`src/rtl/hazard_scoreboard.sv`:
```
// Per-register countdown scoreboard that stalls decode on RAW/WAW hazards against in-flight producers.
// Optional stall-cycle statistic enabled by defining HAZARD_SB_STATS_EN.
module hazard_scoreboard #(
    parameter int REG_FILE_LEN = 32,
    parameter int ALU_LAT      = 1,
    parameter int LOAD_LAT     = 2,
    parameter int MUL_LAT      = 4,
    parameter int CNT_W        = 3
) (
    input  logic                            clk,
    input  logic                            rst,
    input  logic                            issue_valid,
    input  logic [$clog2(REG_FILE_LEN)-1:0] src_reg_1,
    input  logic [$clog2(REG_FILE_LEN)-1:0] src_reg_2,
    input  logic [$clog2(REG_FILE_LEN)-1:0] dst_reg,
    input  logic                            uses_src_1,
    input  logic                            uses_src_2,
    input  logic                            writes_rd,
    input  logic [1:0]                      lat_class,
    input  logic                            flush,
    output logic                            stall,
    output logic                            issue_fire,
    output logic [REG_FILE_LEN-1:0]         busy_vec,
    output logic [31:0]                     stall_count
);

    localparam int IDX_W = $clog2(REG_FILE_LEN);

    logic [CNT_W-1:0] counter [REG_FILE_LEN];
    logic [CNT_W-1:0] load_val;
    logic             raw1;
    logic             raw2;
    logic             waw;

    always_comb begin
        busy_vec = '0;
        for (int r = 0; r < REG_FILE_LEN; r++) begin
            busy_vec[r] = (counter[r] != '0);
        end
    end

    // x0 never stalls because counter[0] is held at zero, so busy_vec[0] is always clear.
    always_comb begin
        raw1       = uses_src_1 & busy_vec[src_reg_1];
        raw2       = uses_src_2 & busy_vec[src_reg_2];
        waw        = writes_rd & busy_vec[dst_reg];
        stall      = issue_valid & ~flush & (raw1 | raw2 | waw);
        issue_fire = issue_valid & ~stall;
    end

    always_comb begin
        case (lat_class)
            2'd1:    load_val = CNT_W'(LOAD_LAT - 1);
            2'd2:    load_val = CNT_W'(MUL_LAT - 1);
            default: load_val = CNT_W'(ALU_LAT - 1);
        endcase
    end

    // A fresh issue overrides the decrement; WAW stalling guarantees that counter was already zero.
    always_ff @(posedge clk or negedge rst) begin
        if (!rst) begin
            for (int r = 0; r < REG_FILE_LEN; r++) begin
                counter[r] <= '0;
            end
        end else if (flush) begin
            for (int r = 0; r < REG_FILE_LEN; r++) begin
                counter[r] <= '0;
            end
        end else begin
            counter[0] <= '0;
            for (int r = 1; r < REG_FILE_LEN; r++) begin
                if (issue_fire && writes_rd && (dst_reg == IDX_W'(r))) begin
                    counter[r] <= load_val;
                end else if (counter[r] != '0) begin
                    counter[r] <= counter[r] - CNT_W'(1);
                end
            end
        end
    end

`ifdef HAZARD_SB_STATS_EN
    // Saturating count of stalled decode cycles; survives flush, cleared only by reset.
    always_ff @(posedge clk or negedge rst) begin
        if (!rst) begin
            stall_count <= '0;
        end else if (issue_valid && stall && (stall_count != 32'hFFFF_FFFF)) begin
            stall_count <= stall_count + 32'd1;
        end
    end
`else
    assign stall_count = '0;
`endif

endmodule

```
`config.mk`:
```
export PLATFORM = sky130hd
export DESIGN_NAME = hazard_scoreboard
export DESIGN_NICKNAME = d
export VERILOG_FILES = /design/src/rtl/hazard_scoreboard.sv
export SDC_FILE = /design/constraint.sdc
export NUM_CORES = 1
export LEC_CHECK = 0
export ABC_CLOCK_PERIOD_IN_PS = 5600
export BUFFER_PORTS_ARGS = -buffer_cell sky130_fd_sc_hd__buf_2
export CAP_MARGIN = 20
export CORE_UTILIZATION = 64
export DETAILED_ROUTE_END_ITERATION = 10
export PLACE_DENSITY = 0.87
export SETUP_SLACK_MARGIN = 0.1
export SYNTH_ARGS = -nofsm -noshare
export SYNTH_HDL_FRONTEND = slang
export SYNTH_SLANG_ARGS = --single-unit
```
`constraint.sdc`:
```
create_clock -name clk -period 5.6 [get_ports clk]
set_input_delay 0.56 -clock clk [delete_from_list [all_inputs] [get_ports clk]]
set_output_delay 0.56 -clock clk [all_outputs]
set_load 0.05 [all_outputs]
```
* Yosys cells after proc, flatten, opt, wreduce, memory -nomap -nowiden *
Index checks and enable logic that the tools add are counted.

storage, ports and cells
  register bits after elaboration = 96
  bits of input ports = 24
  output and inout bits = 66
  word-level logic and storage cells = 274

cells by class
  add/subtract/negate cells = 31
  magnitude comparators = 3
  eq/ne operators = 33
  multiplexer cells = 70
  bitwise operators = 10
  reductions and logical operators = 95

operators by type and width
  operator                                              count
  nonzero test 3 bit                                    63
  2-to-1 mux 3 bit                                      62
  2-to-1 mux 93 bit                                     1
  subtractor 3 x 1 -> 3 bit (second input constant)     31
  equality test 5 bit (second input constant)           16
  equality test 5 x 4 -> 1 bit (second input constant)  8
  logical AND 1 bit                                     32
  equality test 5 x 3 -> 1 bit (second input constant)  4
  < comparator 5 x 6 -> 1 bit (second input constant)   3
  binary-select mux 1 bit (select 5 bit)                3
  equality test 5 x 2 -> 1 bit (second input constant)  2
  AND 1 bit                                             6
  equality test 5 x 1 -> 1 bit (second input constant)  1
  case mux 2 bit (2 select lines)                       1
  2-to-1 mux 1 bit                                      3
  equality test 2 x 1 -> 1 bit (second input constant)  1
  equality test 2 bit (second input constant)           1
  inverter 1 bit                                        2
  OR 1 bit                                              2

* Depth between registers and ports, before layout *
Gate-level depths: netlist (run 1).

  depth after elaboration = 13
  mapped depth = 12
  gate-level depth less buffers = 11

* Least setup slack after synthesis (run 1) *
OpenSTA, ideal clock, no wires.

  path type = register to output
  from = reg counter[39] (netlist bit)
  to = out stall
  data arrival time = 3.102 ns
  data required time = 5.040 ns
  slack = 1.938 ns
  stages on the path, launching flop included = 11
  buffers on the path = 2
  path through = dfrtp_1 -> inv_1 -> ha_1 -> nand2b_1 -> clkbuf_1 -> mux4_2 -> nor2_1 -> o41ai_1 -> o41ai_4 -> buf_4 -> nor2_1

between the ends
  longest elaborated chain between the ends = 7
  elaborated cells between the ends (all ways) = 13
  classes of those cells = mux (6); bitwise (6); reduce/logical (1)

RTL lines
  what                                                       RTL line  RTL
  start: declaration                                         29        logic [CNT_W-1:0] counter [REG_FILE_LEN];
  start signal: indexed assignment                           73        counter[r] <= load_val;
  start signal: indexed assignment                           75        counter[r] <= counter[r] - CNT_W'(1);
  nonzero test 3 bit (*)                                     38        busy_vec[r] = (counter[r] != '0);
  named net busy_vec[18]                                     23        output logic [REG_FILE_LEN-1:0] busy_vec,
  binary-select mux 1 bit (select 5 bit) (on tied branches)  44, 45
  2-to-1 mux 1 bit (on tied branches)                        44, 45
  AND 1 bit (on tied branches)                               44, 45
  OR 1 bit                                                   47        stall = issue_valid & ~flush & (raw1 | raw2 | waw);
  OR 1 bit (*)                                               47
  AND 1 bit (*)                                              47
  end: declaration                                           21        output logic stall,

Mark *: on every way through the listed nets, which the timed path passes. The rest lies on a longest branch. The select of a mux whose other input is x is not followed.

* Final worst setup path (run 1) *
  from = reg counter[42] (netlist bit)
  to = out issue_fire

between the ends
  longest elaborated chain between the ends = 9
  elaborated cells between the ends (all ways) = 15
  classes of those cells = mux (6); bitwise (8); reduce/logical (1)

RTL lines
  what                                                       RTL line  RTL
  nonzero test 3 bit (*)                                     38
  binary-select mux 1 bit (select 5 bit) (on tied branches)  44, 45
  2-to-1 mux 1 bit (on tied branches)                        44, 45
  AND 1 bit (on tied branches)                               44, 45
  OR 1 bit                                                   47
  OR 1 bit (*)                                               47
  AND 1 bit (*)                                              47
  inverter 1 bit (*)                                         48        issue_fire = issue_valid & ~stall;
  AND 1 bit (*)                                              48
  end: declaration                                           22        output logic issue_fire,

Every way passes the cells marked *; elsewhere a longest branch is shown, timed or not. The select of a mux whose other input is x is not followed.

==> flow_summary.ini, run 1 <==
[outcome]
status = finished clean

[synth]
async_reset_ff_share_pct = 100
yosysTopAreaCell = dfrtp_1
yosys-top-cells-area = dfrtp_1 32%, ha_1 11%, nor2_1 7.7%
ys_ff_latch = 93
syn_area_sq_um = 7280
yosys_warnings = 0
ys_seq_area_share_pct = 32.0
ys.flop_type = dfrtp_1
synth_cell_type_count = 50
synthCells = 808
syn_area_per_cell_sq_um = 9.01
synth_edf_count = 0
yosysTopAreaCellShare_pct = 32.0

[detailed_routing]
drc = 0
postRouteAntennaNets = 0
dr_total_vias = 5665
routedWlPerCell_um = 16.6
drtIter0Drc = 579
wl_mm = 16.4
dr.pass1.iters = 5
routed_via_density = 5.72

[power_and_ir_drop]
p_per_area_nw_per_um2 = 619
ir_drop_uv = 426
total_power_mw = 4.81
p_leak_nw = 3.89

[timing]
fin_setup_tns_ns = 0
setup_viol = 0
slew_viol_final = 0
slew_headroom_pct = 35.9
whs_ns = 0.202
period_share_pct = 74.2
rsz0062_at_grt = false
worst_slew_pin_slew_ns = 0.957
final-hold-violation-count = 0
fin_skew_ns = 0.00479
max_freq_mhz = 241
worst_slack_ns = 1.45
period_needed_ns = 4.15

[cells_and_area]
fin_nets = 932
largest_register_ffs = 93
syn2layout_area_growth_pct = 6.79
drive_gt1_share_pct = 16.8
final_cell_area_sq_um = 7770
top_regs = counter x93
finalNonFillerCells = 991
fin_util_pct = 70.8
regMostFlops = counter

[critical_path]
rr_worst_depth = 11
worstPathArrival_ns = 3.59
r2r_setup_slack_ns = 1.74
worstReg2RegStart = counter[42]
cp_data_required_time_ns = 5.04
startpoint_type = flip-flop
reg2reg_to = counter[90]
path_max_fanout = 16
worst-setup-path-type = reg -> out
cp-end-kind = output pin

[cts]
cts_hold_buf = 0
cts_inserted_buffers = 9
cts.clk_slew.worst_paths_ns = 0.06
clock_sinks = 93
cts_tree = done
htree_levels = 3
cts_buffer_depth = 2
cts_resized = 0
root_buffer = clkbuf_16
postCtsSetupBuffers = 0
clkLatencyLatePin_ns = 0.35

[place]
io_buffers = 56
placed_cell_area_sq_um = 7490
place_congestion = 0.981
dp_hpwl_mm = 11.7
dpl_worst_slack_ns = 1.84
dp_cells = 974

[die]
initial_core_util_pct = 66.3
ios = 90
chipHeight_um = 109
dieArea_sq_um = 11800
core_area_sq_um = 11000
rows = 38
die_x_um = 109

[min_path]
worstHoldPathType = in -> async

[global_routing]
grt_antenna_before_repair = 1
grt_pass1_vias = 5216
overflow = 0
grt_pass1_wl_mm = 26.0
grt_max_degree = 85
grt_use_total_pct = 29.6

[flow_run]
drv_cap = 0
[logic make-up (layout without fill, tap and decap cells)]
logic type | after synthesis | in the layout | synth area share (%)
fa+ha+maj | 63 | 63 | 10.8
mux | 107 | 107 | 18.4
simple gates | 274 | 274 | 17.6
other cells | 1 | 34 | 0.0515
buf+inv | 169 | 179 | 10.8
compound gates | 70 | 70 | 6.69
flops | 93 | 93 | 32.0
xor+xnor | 31 | 31 | 3.73
[cell usage in the layout (no fill, tap or decap), types with 3 or more instances in the layout]
cell	netlist	layout
ha_1	63	63
o211ai_1	10	10
nor3_1	6	6
nor3b_1	3	3
nand3b_1	6	6
nand4_1	6	6
and2b_1	13	13
conb_1	1	33
a31oi_1	4	4
nor2_1	149	148
clkinv_2	0	3
inv_1	99	99
nand4_2	5	5
nand2_1	50	50
xnor2_1	31	31
inv_2	4	4
mux2i_1	39	39
nand3_1	5	5
nor2b_2	4	5
a21oi_1	21	21
a211oi_1	9	9
mux2_1	19	19
nand2b_1	6	6
mux2_2	33	33
nor2b_1	16	15
dfrtp_1	93	93
clkbuf_16	0	9
mux4_2	16	16
buf_4	35	5
buf_2	5	55
o21ai_0	7	7
a221oi_1	3	3
[worst max-delay path, cell delays in order, from the launching register on]
cell,delay (ns)
dfrtp_1,0.36
inv_1,0.11
ha_1,0.17
nor2b_1,0.51
mux2_2,0.26
a221oi_1,0.07
a31oi_1,0.25
o32ai_1,0.18
o41ai_4,0.81
and2_1,0.26
buf_2,0.27
[worst max-delay path by stage]
stage,start,to,slack [ns],cells after the start
6_report,counter[42],issue_fire,1.45,10
5_1_grt,counter[42],issue_fire,1.23,10
3_3_place_gp,counter[42],counter[90],1.93,11
4_1_cts,counter[42],issue_fire,1.50,10
2_1_floorplan,counter[39],stall,1.94,10
3_5_place_dp,counter[42],counter[90],1.84,11
[Yosys cell counts, types with 2 or more instances]
master       n
o21ai_1      2
nand3_1      5
and2_1       2
mux2_1      19
a31oi_1      4
a2111oi_0    2
a221oi_1     3
inv_1       99
nor3b_1      3
buf_6        2
o32ai_1      2
clkbuf_1    23
xnor2_1     31
o211ai_1    10
nor2b_1     16
nand2_1     50
nor2_1     149
and2b_1     13
ha_1        63
inv_2        4
nand4_1      6
nand4_2      5
a211oi_1     9
mux2i_1     39
mux4_2      16
o21ai_0      7
mux2_2      33
buf_4       35
nor3_1       6
nand3b_1     6
a21oi_1     21
dfrtp_1     93
nor2b_2      4
nand2b_1     6
buf_2        5
[metal layers]
metal	GRT usage [%]	up-vias	wire, um
met2	46.7	277	7700
met5	0	-	0
met1	39.0	2681	6830
met4	14.7	0	560
li1	-	2662	-
met3	5.98	45	1320
[where the power goes]
group          switching (mW)  internal, mW
Combinational            2.00          1.15
Sequential              0.142         0.940
Clock                   0.258         0.323
[layout make-up]
cell class | instances | area (sq um)
Multi-Input combinational cell | 578 | 4290
Fill cell | 833 | 3210
Sequential cell | 93 | 2330
Inverter | 103 | 387
Timing Repair Buffer | 60 | 313
Clock buffer | 12 | 256
Tap cell | 140 | 175
Clock inverter | 4 | 22.5
Antenna cell | 1 | 2.50
Power figures use the tool's default switching activity.
==> run 2, diff against run 1 <==
Settings changed: ABC_CLOCK_PERIOD_IN_PS 5600 to 3800, CORE_UTILIZATION 64 to 54, PLACE_DENSITY 0.87 to 0.78.
Clock period 5.6 ns to 3.8 ns, I/O delays scaled along.
==> run 2 against run 1 <==
Against the previous run:
- clock power is 49% higher
- die area is 18% higher
- worst setup slack worse by 1.2 ns
- cell count is 3.8% higher
- non-clock buffer count is 3 higher
- highest routed layer unchanged
==> flow_summary.ini, run 2 (synthesis gave the netlist of run 1 again) <==
[outcome]
status = finished clean

[detailed_routing]
postRouteAntennaNets = 0
drc = 0
routed_via_density = 5.51
wl_mm = 16.5
routedWlPerCell_um = 16.1
drtIter0Drc = 361
dr_total_vias = 5666
dr.pass1.iters = 4

[critical_path]
path_buf_inv = 4
cp_data_required_time_ns = 3.42
cp-end-kind = output pin
timing.critical_path.cells = inv_1, ha_1, nor2b_1, inv_1, o32ai_1, a221oi_1, nand4_1, o21ai_1, o41ai_4, buf_12, and2_1, clkbuf_4
r2r_setup_slack_ns = 0.61
cpLargestDelayFamily = compound AO/OA/AOI/OAI gates
path_max_fanout = 33
worst-setup-path-type = reg -> out
reg2reg_to = counter[90]
crit_slowest_cell = o41ai_4
startpoint_type = flip-flop
worstReg2RegStart = counter[75]
path_common_cell = inv_1
max_stage_delay_ns = 0.39
worstPathArrival_ns = 3.17
rr_worst_depth = 12

[timing]
period_needed_ns = 3.55
worst_slew_pin_slew_ns = 1.07
final-hold-violation-count = 0
rsz0062_at_grt = false
slew_headroom_pct = 28.5
setup_viol = 0
fin_setup_tns_ns = 0
period_share_pct = 93.4
fin_skew_ns = 0.00641
slew_viol_final = 0
max_freq_mhz = 282

[cells_and_area]
largest_register_ffs = 93
fin_nets = 935
syn2layout_area_growth_pct = 8.16
nFillCells = 1171
regMostFlops = counter
final_cell_mix = 148 x nor2_1, 99 x inv_1, 93 x dfrtp_1, 63 x ha_1, 54 x buf_2
final_cell_area_sq_um = 7880
drive_gt1_share_pct = 17.5
final_common_cell = nor2_1
top_regs = counter x93
multi_input_area_sq_um = 4310
seq_area_sq_um = 2330

[cts]
htree_levels = 3
cts.clk_slew.worst_paths_ns = 0.06
cts_inserted_buffers = 9
clock_sinks = 93
cts_buffer_depth = 2
clkLatencyLatePin_ns = 0.35
root_buffer = clkbuf_16
cts_hold_buf = 0
cts_tree = done

[power_and_ir_drop]
power.switching_mw = 3.51
p_int_mw = 3.59
p_comb_share_pct = 65.4
p_per_area_nw_per_um2 = 903
ir_drop_uv = 541
swShare_pct = 49.4
pwr-share-seq_pct = 22.4
p_leak_nw = 3.92
clockPowerShare_pct = 12.2

[die]
die_x_um = 118
initial_core_util_pct = 55.2
chipHeight_um = 118
ios = 90
dieArea_sq_um = 14000
core_area_sq_um = 13200
rows = 42

[global_routing]
grt_use_total_pct = 24.7
grt_pass1_vias = 5296
grt_pass1_wl_mm = 26.7
grt_max_degree = 74
overflow = 0
grt_antenna_before_repair = 1

[place]
dp_hpwl_mm = 11.8
io_buffers = 56
placed_cell_area_sq_um = 7560
place_congestion = 0.892

[min_path]
worstHoldPathType = in -> async

[flow_run]
drv_cap = 0
-- run 2: cell types whose count changed in the layout (fill, tap and decap cells not counted), sizes merged --
cell and change:
buf +2, clkbuf +3, clkinv -2, clkinvlp -1
-- run 2: final cells by class --
type	instances	share of cell area [%]
diodes	1	0.0318
inverters	103	4.91
clock buffers	14	3.48
repair buffers	63	4.45
well taps	176	2.80
multi-input cells	578	54.7
clock inverters	1	0.0636
flip-flops and latches	93	29.6
-- run 2: what timing repair did --
action                                  CTS  global route
buffers inserted                          0             0
endpoints found under the setup margin    1             2
pin swaps                                 0             0
gates resized for setup                   1             8
-- run 2: per-stage QoR --
step / worst slack (ns) / power [mW] / hold WS [ns] / cells / utilization, %
floorplan: 0.318 / 5.31 / 0.0844 / 840 / -
global placement: 0.582 / 6.05 / 0.517 / 1013 / 57.3
detailed placement: 0.483 / 6.19 / 0.534 / 1013 / 57.3
CTS: 0.129 / 7.10 / 0.216 / 1028 / 59.5
global route: 0.0940 / 7.67 / 0.265 / 1028 / 59.7
finish: 0.251 / 7.11 / 0.176 / 1029 / 59.7
-- run 2: power groups by stage --
stage	clock, mW	combinational [mW]	sequential [mW]
global placement	0	4.47	1.59
global route	0.911	5.12	1.64
floorplan	0	3.76	1.56
CTS	0.882	4.62	1.59
finish	0.868	4.65	1.59
detailed placement	0	4.58	1.60
-- run 2: how the worst max path moves through the flow --
stage                 from         end  slack (ns)  cells past startpoint
2_1_floorplan  counter[39]       stall        0.32                     10
3_3_place_gp   counter[42]  issue_fire        0.58                     11
3_5_place_dp   counter[42]  issue_fire        0.48                     11
4_1_cts        counter[54]  issue_fire        0.13                     11
5_1_grt        counter[81]  issue_fire        0.09                     12
6_report       counter[75]  issue_fire        0.25                     12
-- run 2: routing by layer --
metal  share of wire (%)  global-route usage, %  vias up
li1                    -                      -     2673
met1                  43                   32.5     2723
met2                  47                   39.2      231
met3                 7.1                   5.18       39
met4                 2.9                   10.8        0
met5                   0                      0        -
==> run 3, diff against run 2 <==
Settings changed: PLACE_DENSITY 0.78 to 0.83.
==> run 3 against run 2 <==
Against the previous run:
- the run now ends with DRC left
- register-to-register slack hardly changed
- cell count is 0.29% higher
- first-iteration DRC count is 19% higher
- routed wire length is 1.8% lower
- maximum frequency is 1.1% lower
- sequential power hardly changed
- non-clock buffer count is 2 higher
- global-route usage hardly changed
- flip-flop and latch count stayed put
- die area stayed put
- core utilization is 0.41 points higher
- largest cell class unchanged
- largest power group unchanged
==> flow_summary.ini, run 3 (synthesis gave the netlist of run 1 again) <==
[cells_and_area]
drive_gt1_share_pct = 17.7
syn2layout_area_growth_pct = 8.90
top_regs = counter x93
finalNonFillerCells = 1032
final_common_cell = nor2_1
fin_nets = 937
fin_util_pct = 60.1
final_cell_mix = 148 x nor2_1, 99 x inv_1, 93 x dfrtp_1, 63 x ha_1, 55 x buf_2
regMostFlops = counter
largest_register_ffs = 93

[critical_path]
cp_data_required_time_ns = 3.42
worstPathArrival_ns = 3.21
startpoint_type = flip-flop
worstReg2RegStart = counter[0]
path_max_fanout = 33
max_stage_delay_ns = 0.39
timing.critical_path.cells = inv_1, ha_1, and2b_1, mux4_2, nand2_1, a31oi_1, o32ai_1, o41ai_4, buf_8, and2_1, buf_2
rr_worst_depth = 11
crit_slowest_cell = o41ai_4
r2r_setup_slack_ns = 0.61
worst-setup-path-type = reg -> out
cp-end-kind = output pin
reg2reg_to = counter[90]

[cts]
cts_buffer_depth = 2
postCtsSetupBuffers = 0
cts_inserted_buffers = 9
cts_tree = done
clock_sinks = 93
cts.clk_slew.worst_paths_ns = 0.07
htree_levels = 3
root_buffer = clkbuf_16
clkLatencyLatePin_ns = 0.36

[timing]
rsz0062_at_grt = false
setup_viol = 0
max_freq_mhz = 279
slew_viol_final = 0
worst_slew_pin_slew_ns = 1.03
period_share_pct = 94.5
period_needed_ns = 3.59
whs_ns = 0.481
slew_headroom_pct = 30.9
fin_skew_ns = 0.0102
fin_setup_tns_ns = 0
final-hold-violation-count = 0

[detailed_routing]
drc = 2
drtIter0Drc = 430
routedWlPerCell_um = 15.7
postRouteAntennaNets = 0
dr.pass1.iters = 8
routed-wl-met3_mm = 1.15
dr_total_vias = 5561
top_layer = met4
wl_met2_mm = 7.63
routed_via_density = 5.39
wl_mm = 16.2
wl_met1_mm = 6.87

[die]
rows = 42
dieArea_sq_um = 14000
initial_core_util_pct = 55.2
die_x_um = 118
ios = 90
core_area_sq_um = 13200
chipHeight_um = 118

[global_routing]
overflow = 0
grt_pass1_wl_mm = 26.6
grt_use_total_pct = 24.7
grt_antenna_before_repair = 1
grt_max_degree = 83
grt_pass1_vias = 5322

[power_and_ir_drop]
total_power_mw = 7.21
p_per_area_nw_per_um2 = 909
ir_drop_uv = 576
p_leak_nw = 3.94

[place]
dp_hpwl_mm = 11.9
dp_cells = 1013
place_congestion = 0.963
io_buffers = 56

[outcome]
violations = DRC
status = finished, violations left

[min_path]
worstHoldPathType = in -> async

[flow_run]
drv_cap = 0
run 3: cell count changes in the layout (fill, tap and decap cells not counted), sizes merged:
cell | before | now
clkinvlp | 0 | 1
bufinv | 0 | 2
dlygate4sd3 | 0 | 1
clkbuf | 15 | 12
buf | 62 | 64
run 3: worst max-delay path by stage:
stage                 end  slack [ns]   startpoint
4_1_cts        issue_fire        0.15  counter[69]
2_1_floorplan       stall        0.32  counter[39]
3_3_place_gp   issue_fire        0.49  counter[42]
5_1_grt        issue_fire        0.10  counter[12]
3_5_place_dp   issue_fire        0.46  counter[42]
6_report       issue_fire        0.21   counter[0]
run 3: repair_timing:
action | in CTS | in global routing
gates cloned | 0 | 0
gates resized for setup | 1 | 7
endpoints found under the setup margin | 1 | 2
hold buffers | 0 | 1
endpoints found under the hold margin | 0 | 25
run 3: report_power, final:
part           internal [mW]  switching (mW)  leakage, nW  total, mW
clock network          0.576           0.388        0.147      0.964
registers               1.39           0.209         1.22       1.59
logic                   1.72            2.93         2.57       4.65
run 3: metal layers:
metal | vias to the layer above | GRT usage, %
li1 | 2673 | -
met1 | 2636 | 31.4
met2 | 205 | 39.3
met3 | 47 | 6.10
met4 | 0 | 12.1
met5 | - | 0
run 3: layout make-up:
type | instances | area, sq um
Fill cell | 1129 | 5260
Timing Repair Buffer | 65 | 380
Antenna cell | 1 | 2.50
Clock buffer | 12 | 236
Multi-Input combinational cell | 578 | 4300
Sequential cell | 93 | 2330
Tap cell | 176 | 220
Inverter | 103 | 387
Clock inverter | 4 | 72.6
run 3: through the flow:
step | setup WS [ns] | area [sq um]
after floorplan | 0.318 | 7400
after CTS | 0.148 | 7870
final | 0.210 | 7930
after detailed placement | 0.459 | 7560
after global placement | 0.493 | 7560
after global routing | 0.102 | 7930
run 3: critical path: cells and delay by family (launching register included):
family          cells  cell delay (ns)
compound gates      3             0.84
fa+ha+maj           1             0.19
buf+inv             3             0.62
flops               1             0.36
mux                 1             0.29
simple gates        3             0.53
